==> src/rtl/data_mem_port.sv <==
// data_mem_port: data-memory access unit between execute and the data bus.
//   Turns one load/store control op into one bus transaction, stalling the
//   core until busAck (or a timeout) ends it.
// Ports:
//   clk, nRST                      clock / async active-low reset
//   cuOP[5:0]                      control-unit op (CU_* codes below)
//   memAddr, storeData             effective address / store value
//   busRdata, busAck               bus read data, 1-cycle completion strobe
//   busAddr, busWdata, busByteEn   word address, lane-replicated data, enables
//   busRead, busWrite              registered request strobes, high in REQ
//   memload                        right-justified, zero-filled load data
//   memStall                       core stall
//   busError                       1-cycle timeout / misalign flag (in DONE)
// Optional macro: MISALIGN_CHECK_EN -- misaligned half/word ops skip the bus
//   and go straight to DONE with busError set.
module data_mem_port #(
  parameter int TIMEOUT_CYCLES = 255,
  parameter int CNT_W          = 8
) (
  input  logic        clk,
  input  logic        nRST,
  input  logic [5:0]  cuOP,
  input  logic [31:0] memAddr,
  input  logic [31:0] storeData,
  input  logic [31:0] busRdata,
  input  logic        busAck,
  output logic [31:0] busAddr,
  output logic [31:0] busWdata,
  output logic [3:0]  busByteEn,
  output logic        busRead,
  output logic        busWrite,
  output logic [31:0] memload,
  output logic        memStall,
  output logic        busError
);

  localparam logic [5:0] CU_LB  = 6'h10;
  localparam logic [5:0] CU_LH  = 6'h11;
  localparam logic [5:0] CU_LW  = 6'h12;
  localparam logic [5:0] CU_LBU = 6'h13;
  localparam logic [5:0] CU_LHU = 6'h14;
  localparam logic [5:0] CU_SB  = 6'h18;
  localparam logic [5:0] CU_SH  = 6'h19;
  localparam logic [5:0] CU_SW  = 6'h1A;

  localparam logic [1:0] SZ_B = 2'd0;
  localparam logic [1:0] SZ_H = 2'd1;
  localparam logic [1:0] SZ_W = 2'd2;

  typedef enum logic [1:0] {IDLE, REQ, DONE} state_t;

  state_t      state_q, state_d;
  logic [CNT_W-1:0] cnt_q, cnt_d;
  logic        ld_q, ld_d;
  logic [1:0]  sz_q, sz_d;
  logic [1:0]  off_q, off_d;
  logic [31:0] addr_q, addr_d;
  logic [31:0] wdata_q, wdata_d;
  logic [3:0]  be_q, be_d;
  logic        rd_q, rd_d;
  logic        wr_q, wr_d;
  logic        err_q, err_d;
  logic [31:0] load_q, load_d;

  // op decode
  logic        op_mem, op_ld, misal;
  logic [1:0]  op_sz;
  logic [1:0]  off;
  logic [3:0]  be_new;
  logic [31:0] wdata_new;

  assign off = memAddr[1:0];

  always_comb begin
    op_mem = 1'b1;
    op_ld  = 1'b0;
    op_sz  = SZ_W;
    case (cuOP)
      CU_LB, CU_LBU: begin op_ld = 1'b1; op_sz = SZ_B; end
      CU_LH, CU_LHU: begin op_ld = 1'b1; op_sz = SZ_H; end
      CU_LW:         begin op_ld = 1'b1; op_sz = SZ_W; end
      CU_SB:         op_sz = SZ_B;
      CU_SH:         op_sz = SZ_H;
      CU_SW:         op_sz = SZ_W;
      default:       op_mem = 1'b0;
    endcase
  end

  always_comb begin
    be_new    = 4'b1111;
    wdata_new = storeData;
    case (op_sz)
      SZ_B: begin
        be_new    = 4'b0001 << off;
        wdata_new = {4{storeData[7:0]}};
      end
      SZ_H: begin
        be_new    = 4'b0011 << {off[1], 1'b0};
        wdata_new = {2{storeData[15:0]}};
      end
      default: ;
    endcase
  end

`ifdef MISALIGN_CHECK_EN
  assign misal = ((op_sz == SZ_H) && off[0]) || ((op_sz == SZ_W) && (off != 2'b00));
`else
  assign misal = 1'b0;
`endif

  // Right-justify the addressed lane of the returned word, zero above it.
  logic [4:0]  rsh_amt;
  logic [31:0] rsh, load_new;

  always_comb begin
    rsh_amt  = 5'd0;
    if (sz_q == SZ_B)      rsh_amt = {off_q, 3'b000};
    else if (sz_q == SZ_H) rsh_amt = {off_q[1], 4'b0000};
    rsh      = busRdata >> rsh_amt;
    load_new = rsh;
    if (sz_q == SZ_B)      load_new = {24'h0, rsh[7:0]};
    else if (sz_q == SZ_H) load_new = {16'h0, rsh[15:0]};
  end

  logic stall_c;

  always_comb begin
    state_d = state_q;
    cnt_d   = cnt_q;
    ld_d    = ld_q;
    sz_d    = sz_q;
    off_d   = off_q;
    addr_d  = addr_q;
    wdata_d = wdata_q;
    be_d    = be_q;
    rd_d    = rd_q;
    wr_d    = wr_q;
    err_d   = 1'b0;
    load_d  = load_q;
    stall_c = 1'b0;
    case (state_q)
      IDLE: begin
        stall_c = op_mem;
        if (op_mem) begin
          ld_d    = op_ld;
          sz_d    = op_sz;
          off_d   = off;
          addr_d  = {memAddr[31:2], 2'b00};
          wdata_d = wdata_new;
          be_d    = be_new;
          cnt_d   = '0;
          if (misal) begin
            state_d = DONE;
            err_d   = 1'b1;
          end else begin
            state_d = REQ;
            rd_d    = op_ld;
            wr_d    = ~op_ld;
          end
        end
      end
      REQ: begin
        stall_c = 1'b1;
        cnt_d   = cnt_q + 1'b1;
        // ack has priority over a timeout on the same edge
        if (busAck) begin
          state_d = DONE;
          rd_d    = 1'b0;
          wr_d    = 1'b0;
          if (ld_q) load_d = load_new;
        end else if (cnt_q == CNT_W'(TIMEOUT_CYCLES - 1)) begin
          state_d = DONE;
          rd_d    = 1'b0;
          wr_d    = 1'b0;
          err_d   = 1'b1;
        end
      end
      DONE: begin
        cnt_d   = '0;
        state_d = IDLE;
      end
      default: state_d = IDLE;
    endcase
  end

  always_ff @(posedge clk or negedge nRST) begin
    if (!nRST) begin
      state_q <= IDLE;
      cnt_q   <= '0;
      ld_q    <= 1'b0;
      sz_q    <= SZ_B;
      off_q   <= 2'b00;
      addr_q  <= '0;
      wdata_q <= '0;
      be_q    <= '0;
      rd_q    <= 1'b0;
      wr_q    <= 1'b0;
      err_q   <= 1'b0;
      load_q  <= '0;
    end else begin
      state_q <= state_d;
      cnt_q   <= cnt_d;
      ld_q    <= ld_d;
      sz_q    <= sz_d;
      off_q   <= off_d;
      addr_q  <= addr_d;
      wdata_q <= wdata_d;
      be_q    <= be_d;
      rd_q    <= rd_d;
      wr_q    <= wr_d;
      err_q   <= err_d;
      load_q  <= load_d;
    end
  end

  assign busAddr   = addr_q;
  assign busWdata  = wdata_q;
  assign busByteEn = be_q;
  assign busRead   = rd_q;
  assign busWrite  = wr_q;
  assign busError  = err_q;
  assign memload   = load_q;
  // stall is combinational from cuOP in IDLE; keep it low while in reset
  assign memStall  = stall_c & nRST;

endmodule
==> config.mk <==
export PLATFORM = sky130hd
export DESIGN_NAME = data_mem_port
export DESIGN_NICKNAME = d
export VERILOG_FILES = /design/src/rtl/data_mem_port.sv
export SDC_FILE = /design/constraint.sdc
export NUM_CORES = 1
export LEC_CHECK = 0
export ABC_AREA = 1
export ABC_CLOCK_PERIOD_IN_PS = 2000
export BUFFER_PORTS_ARGS = -buffer_cell sky130_fd_sc_hd__buf_2
export CAP_MARGIN = 20
export CORE_MARGIN = 5
export CORE_UTILIZATION = 40
export DETAILED_ROUTE_END_ITERATION = 8
export GPL_TIMING_DRIVEN = 0
export MAX_ROUTING_LAYER = met4
export PLACE_DENSITY_LB_ADDON = 0.2
export SYNTH_ARGS = -nofsm -noshare
export SYNTH_HDL_FRONTEND = slang
export SYNTH_SLANG_ARGS = --single-unit
==> constraint.sdc <==
create_clock -name clk -period 2 [get_ports clk]
set_input_delay 0.4 -clock clk [delete_from_list [all_inputs] [get_ports clk]]
set_output_delay 0.4 -clock clk [all_outputs]
set_load 0.02 [all_outputs]
==> impl_summary.txt <==
----------------------------------------------------
[Worst hold path]
  HP Class ... input port to async pin

[STA]
  Fmax ... a little over 500 MHz
  Tightest hold margin ... ~0.0061 ns
  Hold Violations, Final ... 0
  Worst Skew ... a little over 0.009 ns
  Relative max-transition margin ... between 50 and 60%
  Total of endpoints with negative setup slack in the final report ... 0
  Slew at the pin with the worst max-slew slack ... ~0.63 ns
  Post-layout min period ... roughly 1.9 ns
  Slew Viols, Final ... 0
  Total negative setup slack ... 0 ns
  Unrepaired setup endpoints after global routing ... false
  Smallest setup slack after layout ... ~0.066 ns
  Final worst-path cycle share ... between 90% and 100%

[Global routing]
  All-layer global routing usage ... between 20% and 30%
  Number of global-route vias before repair ... roughly 5600
  Wire length of the first global-routing pass ... around 28000 um
  Largest net degree at the start of global routing ... slightly below 100
  Antenna violations before repair ... 1
  Total congestion overflow after global routing ... 0

[Die]
  Initial core utilization ... around 40%
  Die area ... roughly 16000 um^2
  Overall die width ... approximately 130 um
  Floorplan die height ... ~130 um
  Top Ports ... around 210
  Cell row count ... 43
  Core Box Area ... approximately 14000 um^2

[Power and ir drop]
  Internal power ... between 6 and 7 mW
  Highest ir drop seen on vdd ... approximately 0.63 mV
  Clock share of power ... approximately 33%
  Switching portion of total power ... between 30 and 40%
  Leakage ... around 4.5 nW
  Post-layout power ... ~9.7 mW
  Sequential share of power ... ~36%
  Total power divided by cell area ... around 1300 nW/um^2
  Reported net switching power ... ~3.6 mW
  Combinational Power Share ... 32.0%

[Synth]
  Share of flip-flops with an asynchronous set or reset after synthesis ... 100%
  Netlist Area Pre-Place ... around 5600 um^2
  Most used flip-flop cell after synthesis ... dfrtp_1
  Synth Area in XOR/XNOR ... 0%
  Share of synthesized area occupied by flip-flops and latches ... around 52%
  Simple-gate portion of the synthesized area ... a little over a third
  Fraction of synthesized area in multiplexers ... 0%
  Dominant combinational cell family by area after synthesis ... simple AND/OR/NAND/NOR gates
  Mean instance size in the synthesized netlist ... around 7.5 um^2
  Number of instances in the synthesized netlist ... approximately 750
  Number of synthesized flops with an enable pin ... 0
  Number of register bits inferred by synthesis ... 116
  Fraction of the mapped netlist area in adder cells ... 0.449%
  Area fraction in compound gates after synthesis ... about 5%
  YS warnings ... 0
  Number of distinct library cells after synthesis ... 25

[Placed design]
  DP Cell Count ... about 1100
  Routability congestion estimate ... 0.937
  Placed instance area ... slightly below 7000 um^2
  Number of buffer cells added on primary ports ... ~210
  Pre-CTS WS ... -0.215 ns
  DPL Wire Length ... approximately 13000 um

[Layout]
  Filler-free cell count of the finished design ... roughly 1200
  Final std cell area, no fill ... ~7600 um^2
  Fraction of layout instances using a drive strength above 1 ... between 20% and 30%
  Final design utilization ... 55.4%
  Highest-count cells in the layout ignoring fill and taps ... nand2_1, buf_2, dfrtp_1
  Area added between synthesis and finish ... 36.7%
  Most common cell after layout, fill and taps aside ... nand2_1
  Net count reported at finish ... between 1000 and 1500

[Setup path]
  Crit path required time ... ~1.6 ns
  Reg2reg path depth ... 8
  Most repeated library cell on the critical path ... nand2_4
  Critical-path cell with the highest stage delay ... buf_4
  Cells along the critical path ... buf_2 > nand2_1 > inv_1 > nand2_1 > nand2_4 > nand2_4 > nand3_4 > nand2_4 > buf_4 > a21boi_2 > buf_6
  Arrival time reported for the critical path endpoint ... around 1.5 ns
  Crit-path max cell delay ... between 0.15 and 0.2 ns
  Kind of capture point of the worst setup path ... output pin
  Maximum fanout along the worst path ... 10
  Startpoint kind of the worst setup timing path ... input port
  Critical setup path kind ... input port to output pin

[Route]
  Total Routed Length ... 17300 um
  1st-iter DRT viols ... around 430
  Antenna Violating Nets Remaining ... 0
  Number of iterations in the first detailed-routing pass ... 5
  DRC Markers ... 0
  Avg WL per Cell ... 14.7 um
  Total vias in the final route ... 5662
  Average vias per placed instance ... ~4.8

[Job]
  Max-cap check violation count ... 0

[Run status]
  Run status ... finished, final reports clean

[Clocking]
  Number of levels in the clock H-tree ... 4
  Cell at the root of the clock tree ... clkbuf_16
  Clock latency reported for the late side of the worst-skew pair ... approximately 0.42 ns
  Clock slew seen by the registers of the worst setup and hold paths ... ~0.05 ns
  TritonCTS clock tree ... done
  Deepest clock path buffer count ... 2
  Clock sinks ... between 100 and 150
  Number of clock buffers inserted by TritonCTS ... 17

----------------------------------------------------
==> critical path: cells and delay by family <==
family                 cells  cell delay, ns
and+or+nand+nor            6            0.49
AOI/OAI and AO/OA          1            0.16
buffers and inverters      4            0.47
==> worst paths after layout <==
| check | slack (ns) | start | endpoint |
|---|---|---|---|
| min in group clk | 0.17 | memAddr[22] | busAddr[22]$_DFFE_PN0P_ |
| setup reg to reg | 0.27 | sz_q[0]$_DFFE_PN0P_ | memload[14]$_DFFE_PN0P_ |
| hold / removal | 0.006 | nRST | cnt_q[3]$_DFFE_PN0P_ |
| hold reg to reg | 0.47 | busAddr[4]$_DFFE_PN0P_ | busAddr[4]$_DFFE_PN0P_ |
| max in group asynchronous | 1.34 | nRST | memload[14]$_DFFE_PN0P_ |
| setup / recovery | 0.07 | cuOP[1] | memStall |
==> flip-flops by register name, indices dropped and copies added (netlist names) <==
signal,cells
busRead,1
cnt_q,8
busByteEn,4
sz_q,2
busAddr,30
busError,1
state_q,2
off_q,2
ld_q,1
busWrite,1
memload,32
busWdata,32
==> layer usage <==
| metal | vias up | track usage [%] | share of wire (%) |
|---|---|---|---|
| met4 | 0 | 6.99 | 1.6 |
| met2 | 216 | 33.1 | 46 |
| met1 | 2623 | 29.2 | 44 |
| li1 | 2798 | - | - |
| met3 | 25 | 6.71 | 7.7 |
| met5 | - | - | 0 |
==> power by group through the flow <==
| stage | clock network (mW) | registers [mW] | logic, mW |
|---|---|---|---|
| CTS | 3.21 | 3.44 | 3.12 |
| global route | 3.30 | 3.53 | 3.42 |
| detailed placement | 0 | 3.44 | 3.10 |
| floorplan | 0 | 4.20 | 1.10 |
| finish | 3.15 | 3.44 | 3.10 |
| global placement | 0 | 3.46 | 3.05 |
==> cell usage after synthesis (2+ instances only) <==
cell      count  area [um^2]
nor2_1       29          109
nand4_1       5         31.3
buf_6         4         45.0
nand2_2       2         12.5
buf_2        13         65.1
o211ai_1     10         75.1
dfrtp_1     116         2900
inv_1        31          116
buf_4         4         30.0
nand2_4       3         33.8
nand3_2       2         20.0
ha_1          2         25.0
or2_2         2         12.5
o21ai_0      37          185
clkbuf_1     15         56.3
a21oi_1       3         15.0
buf_1         2         7.51
nand3_1      61          305
inv_2         2         7.51
nand2_1     398         1490
==> timing repair <==
| item | 4_1_cts | 5_1_grt |
|---|---|---|
| setup buffers | 6 | 0 |
| endpoints found under the setup margin | 1 | 1 |
| hold buffers | 1 | 0 |
| gates resized for setup | 13 | 4 |
| pin swaps | 6 | 1 |
| hold endpoints to repair | 21 | 0 |
==> layout make-up <==
| cell class | instances | area (um^2) |
|---|---|---|
| Sequential cell | 116 | 2900 |
| Antenna cell | 1 | 2.50 |
| Fill cell | 1411 | 6150 |
| Clock inverter | 11 | 153 |
| Clock buffer | 21 | 460 |
| Buffer | 38 | 204 |
| Multi-Input combinational cell | 559 | 2390 |
| Inverter | 34 | 130 |
| Timing Repair Buffer | 215 | 1150 |
| Tap cell | 180 | 225 |
==> kinds of logic (layout without fill, tap and decap cells) <==
family	Yosys count	after routing
AND/OR/NAND/NOR	504	504
flip-flops	116	116
buffers and inverters	72	319
AO/OA/AOI/OAI	51	51
adder cells (fa/ha/maj)	2	2
other	1	3
Note: power is estimated with default switching activity, not from simulation.
